<file path="config.mk">
export PLATFORM = sky130hd
export DESIGN_NAME = rv_instr_encoder
export DESIGN_NICKNAME = d
export VERILOG_FILES = /design/src/rtl/rv_instr_encoder.sv
export SDC_FILE = /design/constraint.sdc
export NUM_CORES = 1
export LEC_CHECK = 0
export CORE_AREA = 3 3 67 132
export DETAILED_ROUTE_END_ITERATION = 6
export DIE_AREA = 0 0 70 135
export GPL_TIMING_DRIVEN = 0
export PLACE_DENSITY_LB_ADDON = 0.25
export SLEW_MARGIN = 20
export SYNTH_ARGS = -nofsm -noshare
export SYNTH_HDL_FRONTEND = slang
export SYNTH_SLANG_ARGS = --single-unit
</file>
<file path="constraint.sdc">
create_clock -name clk -period 2.6 [get_ports clk]
set_clock_uncertainty 0.2 [all_clocks]
set_input_delay 0.39 -clock clk [delete_from_list [all_inputs] [get_ports clk]]
set_output_delay 0.39 -clock clk [all_outputs]
set_load 0.02 [all_outputs]
</file>
<file path="src/rtl/rv_instr_encoder.sv">
// RV32I instruction encoder: accepts decoded instruction requests and writes
// the encoded 32-bit words sequentially into an instruction memory port.
module rv_instr_encoder #(
    parameter int DEPTH = 256,
    parameter int AW    = 8
) (
    input  logic          clk,
    input  logic          rst_n,
    input  logic          start,
    input  logic          in_valid,
    output logic          in_ready,
    input  logic [2:0]    in_class,
    input  logic [2:0]    in_funct3,
    input  logic          in_funct7b,
    input  logic [4:0]    in_rd,
    input  logic [4:0]    in_rs1,
    input  logic [4:0]    in_rs2,
    input  logic [20:0]   in_imm,
    input  logic          in_last,
    output logic          wr_en,
    output logic [AW-1:0] wr_addr,
    output logic [31:0]   wr_data,
    output logic          busy,
    output logic          done,
    output logic          err,
    output logic [AW:0]   count,
    output logic [1:0]    dbg_state
);

    // Handshake: a request transfers on a rising edge where in_valid and
    // in_ready are both high; in_ready depends only on the FSM state.
    typedef enum logic [1:0] {
        S_IDLE = 2'd0,
        S_RUN  = 2'd1,
        S_DONE = 2'd2
    } state_t;

    localparam logic [31:0] NOP      = 32'h0000_0013;
    localparam logic [AW:0] LAST_IDX = (AW+1)'(DEPTH - 1);

    state_t        state_q, state_d;
    logic          wr_en_q, wr_en_d;
    logic [AW-1:0] wr_addr_q, wr_addr_d;
    logic [31:0]   wr_data_q, wr_data_d;
    logic          err_q, err_d;
    logic [AW:0]   count_q, count_d;

    logic          accept;
    logic          illegal;
    logic [31:0]   enc_word;

    assign accept = in_valid && (state_q == S_RUN);

    always_comb begin
        enc_word = NOP;
        illegal  = 1'b0;
        case (in_class)
            3'd0: enc_word = {in_imm[11:0], in_rs1, in_funct3, in_rd, 7'b0000011};
            3'd1: enc_word = {in_imm[11:5], in_rs2, in_rs1, in_funct3, in_imm[4:0], 7'b0100011};
            3'd2: enc_word = {1'b0, in_funct7b, 5'b00000, in_rs2, in_rs1, in_funct3, in_rd, 7'b0110011};
            3'd3: begin
                enc_word = {in_imm[12], in_imm[10:5], in_rs2, in_rs1, in_funct3,
                            in_imm[4:1], in_imm[11], 7'b1100011};
                illegal  = in_imm[0];
            end
            3'd4: enc_word = {in_imm[11:0], in_rs1, in_funct3, in_rd, 7'b0010011};
            3'd5: begin
                enc_word = {in_imm[20], in_imm[10:1], in_imm[11], in_imm[19:12], in_rd, 7'b1101111};
                illegal  = in_imm[0];
            end
            default: illegal = 1'b1;
        endcase
        // Misaligned branch/jump targets and unknown classes become a NOP.
        if (illegal) begin
            enc_word = NOP;
        end
    end

    always_comb begin
        state_d   = state_q;
        wr_en_d   = 1'b0;
        wr_addr_d = wr_addr_q;
        wr_data_d = wr_data_q;
        err_d     = err_q;
        count_d   = count_q;
        case (state_q)
            S_IDLE, S_DONE: begin
                if (start) begin
                    state_d   = S_RUN;
                    count_d   = '0;
                    wr_addr_d = '0;
                    err_d     = 1'b0;
                end
            end
            S_RUN: begin
                if (accept) begin
                    wr_en_d   = 1'b1;
                    wr_addr_d = count_q[AW-1:0];
                    wr_data_d = enc_word;
                    count_d   = count_q + (AW+1)'(1);
                    if (illegal) begin
                        err_d = 1'b1;
                    end
                    // Filling the last word ends the program; missing in_last there is an error.
                    if (count_q == LAST_IDX) begin
                        state_d = S_DONE;
                        if (!in_last) begin
                            err_d = 1'b1;
                        end
                    end else if (in_last) begin
                        state_d = S_DONE;
                    end
                end
            end
            default: state_d = S_IDLE;
        endcase
    end

    always_ff @(posedge clk) begin
        if (!rst_n) begin
            state_q   <= S_IDLE;
            wr_en_q   <= 1'b0;
            wr_addr_q <= '0;
            wr_data_q <= '0;
            err_q     <= 1'b0;
            count_q   <= '0;
        end else begin
            state_q   <= state_d;
            wr_en_q   <= wr_en_d;
            wr_addr_q <= wr_addr_d;
            wr_data_q <= wr_data_d;
            err_q     <= err_d;
            count_q   <= count_d;
        end
    end

    assign in_ready  = (state_q == S_RUN);
    assign busy      = (state_q == S_RUN);
    assign done      = (state_q == S_DONE);
    assign err       = err_q;
    assign count     = count_q;
    assign wr_en     = wr_en_q;
    assign wr_addr   = wr_addr_q;
    assign wr_data   = wr_data_q;
    assign dbg_state = state_q;

endmodule

</file>
==> impl_metrics.tcl <==
set metrics [dict create \
    cp-end-kind "primary output" \
    p_seq_share_pct 45.7 \
    grt_antenna_before_repair 0 \
    drt_iter0_drc 155 \
    power.share.switching_pct 26.2 \
    crit_buf_inv 3 \
    hold_violations 0 \
    path_cells "nor2b_1 -> buf_2 -> buf_4 -> clkdlybuf4s50_1" \
    cts-root-buf "clkbuf_16" \
    areaGrowthSynthToFinish_pct 50.1 \
    tightestPinTransition_ps 520 \
    grt_pass1_vias 2687 \
    startpoint_type "flop" \
    die_w_um 70 \
    drcViolationCount 0 \
    ant_nets 0 \
    peakVddDrop_mv 0.349 \
    grt_pass1_wl_mm 13.3 \
    final_cell_mix "clkdlybuf4s50_1, dfxtp_1, o21ai_0" \
    setup_violations 0 \
    relSlewSlack_pct 65.1 \
    hpwlAfterDp_mm 6.50 \
    io_pins 104 \
    slowest_delay_ps 590 \
    die_y_um 135 \
    gp_congestion 0.816 \
    outcome "complete, no violations" \
    rsz0062_at_grt "false" \
    grt.overflow.total 0 \
    grt_max_degree 14 \
    async_flop_share_pct 0 \
    hold_path_depth 2 \
    clock.fmax_mhz 417 \
    critPathMaxFanout 11 \
    internal_power_uw 1320 \
    ctsHoldBuffers 0 \
    nets 458 \
    ys.flop_type "dfxtp_1" \
    ys_seq_area_share_pct 40.6 \
    p_leak_uw 0.00132 \
    ys_types 44 \
    path_class "flop to primary output" \
    yosysWarnings 0 \
    grt_usage_pct 17.8 \
    fin_crit_sh_pct 92.1 \
    power_switching_uw 468 \
    ys_ff_latch 51 \
    drive_above_1_share_pct 7.37 \
    num_vias 2593 \
    wl_per_cell_um 16.4 \
    cts_buffers 5 \
    tns_ps 0 \
    worstSkewPairLatency_ps 290 \
    start_util_pct 31.7 \
    combPwrFrac_pct 19.4 \
    cts-htree-levels 2 \
    vias_per_cell 5.16 \
    fin_hold_ws_ps 249 \
    worst-path-stages 4 \
    register_area_um2 1020 \
    maxCapViolCount 0 \
    n_fill_cell 798 \
    diodes 0 \
    synth.avg_cell_area_um2 8.38 \
    ff2ff_path_depth 8 \
    crit_arrival_ps 1810 \
    crit_required_ps 2010 \
    min_period_ps 2400 \
    die_area_um2 9450 \
    hp-class "flop to flop" \
    slew_viol_final 0 \
    syn-num-nets 350 \
    powerDensity_nw_per_um2 473 \
    cts_tree "built" \
    clock-sinks 51 \
    drt-total-wl_mm 8.25 \
    synth_edf_count 0 \
    mostFrequentLayoutCell "clkdlybuf4s50_1" \
    clk_pin_slew_worst_paths_ps 60 \
    portBuffers 101 \
    clkPwrFrac_pct 34.8 \
    cp_slowest_cell "clkdlybuf4s50_1" \
    placementRows 46 \
    syn_inst 300 \
    multi_input_area_um2 1330 \
    firstDrtPassIters 4 \
    crit_family "buffers and inverters" \
    coreArea_um2 7940 \
    clk_path_buf_depth 2 \
    synthesis.area_um2 2510 \
]
-- Yosys cell counts (all sizes together) (2+ instances only) --
| library cell | count | area share (%) |
|---|---|---|
| dfxtp | 51 | 41 |
| o21ai | 36 | 7.2 |
| nand3 | 29 | 5.8 |
| nand2 | 22 | 3.3 |
| a21boi | 20 | 6.0 |
| a21oi | 19 | 4.1 |
| buf | 16 | 4.0 |
| nor2b | 15 | 3.7 |
| nor2 | 14 | 2.2 |
| clkbuf | 10 | 1.5 |
| nor3b | 8 | 2.4 |
| nand2b | 7 | 1.8 |
| inv | 6 | 0.90 |
| a31oi | 5 | 1.2 |
| xnor2 | 5 | 1.7 |
| a221oi | 4 | 1.4 |
| a22oi | 4 | 1.4 |
| a2bb2oi | 4 | 1.4 |
| nand3b | 3 | 1.4 |
| a311oi | 2 | 0.70 |
| and2b | 2 | 0.60 |
| and3 | 2 | 0.50 |
| ha | 2 | 0.99 |
| nor3 | 2 | 0.40 |
| o2bb2ai | 2 | 0.70 |
-- through the flow --
| stage | instance area [µm²] | setup WS [ps] | utilization [%] | instances | total power, µW |
|---|---|---|---|---|---|
| 6_report | 3780 | 204 | 47.5 | 503 | 1790 |
| 5_1_grt | 3780 | 100 | 47.5 | 503 | 1860 |
| 4_1_cts | 3770 | 89.1 | 47.5 | 503 | 1810 |
| 3_5_place_dp | 3650 | 308 | 45.9 | 497 | 1180 |
| 3_3_place_gp | 3650 | 326 | 45.9 | 497 | 1180 |
| 2_1_floorplan | 2510 | 620 | - | 300 | 1010 |
-- worst min-delay path, stage by stage, from the launching register on --
cell and delay (ps):
dfxtp_1 310, nand2_1 50, a21boi_1 50
-- power by group through the flow --
stage | sequential, µW | combinational [µW] | clock [µW]
4_1_cts | 817 | 352 | 641
3_5_place_dp | 835 | 350 | 0
5_1_grt | 820 | 376 | 669
2_1_floorplan | 859 | 150 | 0
3_3_place_gp | 834 | 347 | 0
6_report | 818 | 347 | 623
-- flip-flops by register name (all words and copies together), names as in the netlist --
signal / cells
wr_data: 30
dbg_state: 2
err: 1
wr_addr: 8
wr_en: 1
count: 9
-- routing by layer --
layer | part of all wire [%] | track usage, %
met4 | 2.3 | 7.25
met5 | 0 | 0
met1 | 35 | 16.3
met2 | 59 | 36.4
met3 | 4.1 | 3.73
-- cells by family after synthesis --
logic type      Yosys count  share of synthesized area, %
fa+ha+maj                 2                         0.995
flops                    51                          40.6
buf+inv                  32                          6.42
compound gates          101                          26.6
simple gates            108                          23.3
xor+xnor                  6                          2.09
-- path summary, 6_finish.rpt --
path	start	to	slack [ps]
worst max-delay path	dbg_state[0]$_SDFFE_PN0P_	in_ready	200
worst min-delay path	wr_data[29]$_SDFFE_PN0P_	wr_data[29]$_SDFFE_PN0P_	250
worst max register to register	count[0]$_SDFFE_PN0P_	count[8]$_SDFFE_PN0P_	580
worst min register to register	wr_data[29]$_SDFFE_PN0P_	wr_data[29]$_SDFFE_PN0P_	250
-- layout make-up --
class                           instances  area share [%]
Inverter                                6           0.596
Timing Repair Buffer                  101            26.8
Buffer                                 26            3.68
Sequential cell                        51            27.1
Tap cell                               96            3.18
Multi-Input combinational cell        217            35.3
Clock buffer                            6            3.41
-- repair_timing --
action,4_1_cts,5_1_grt
endpoints found under the hold margin,0,0
gates resized for setup,0,1
setup buffers,0,0
setup endpoints to repair,0,1
Power figures use the tool's default switching activity.
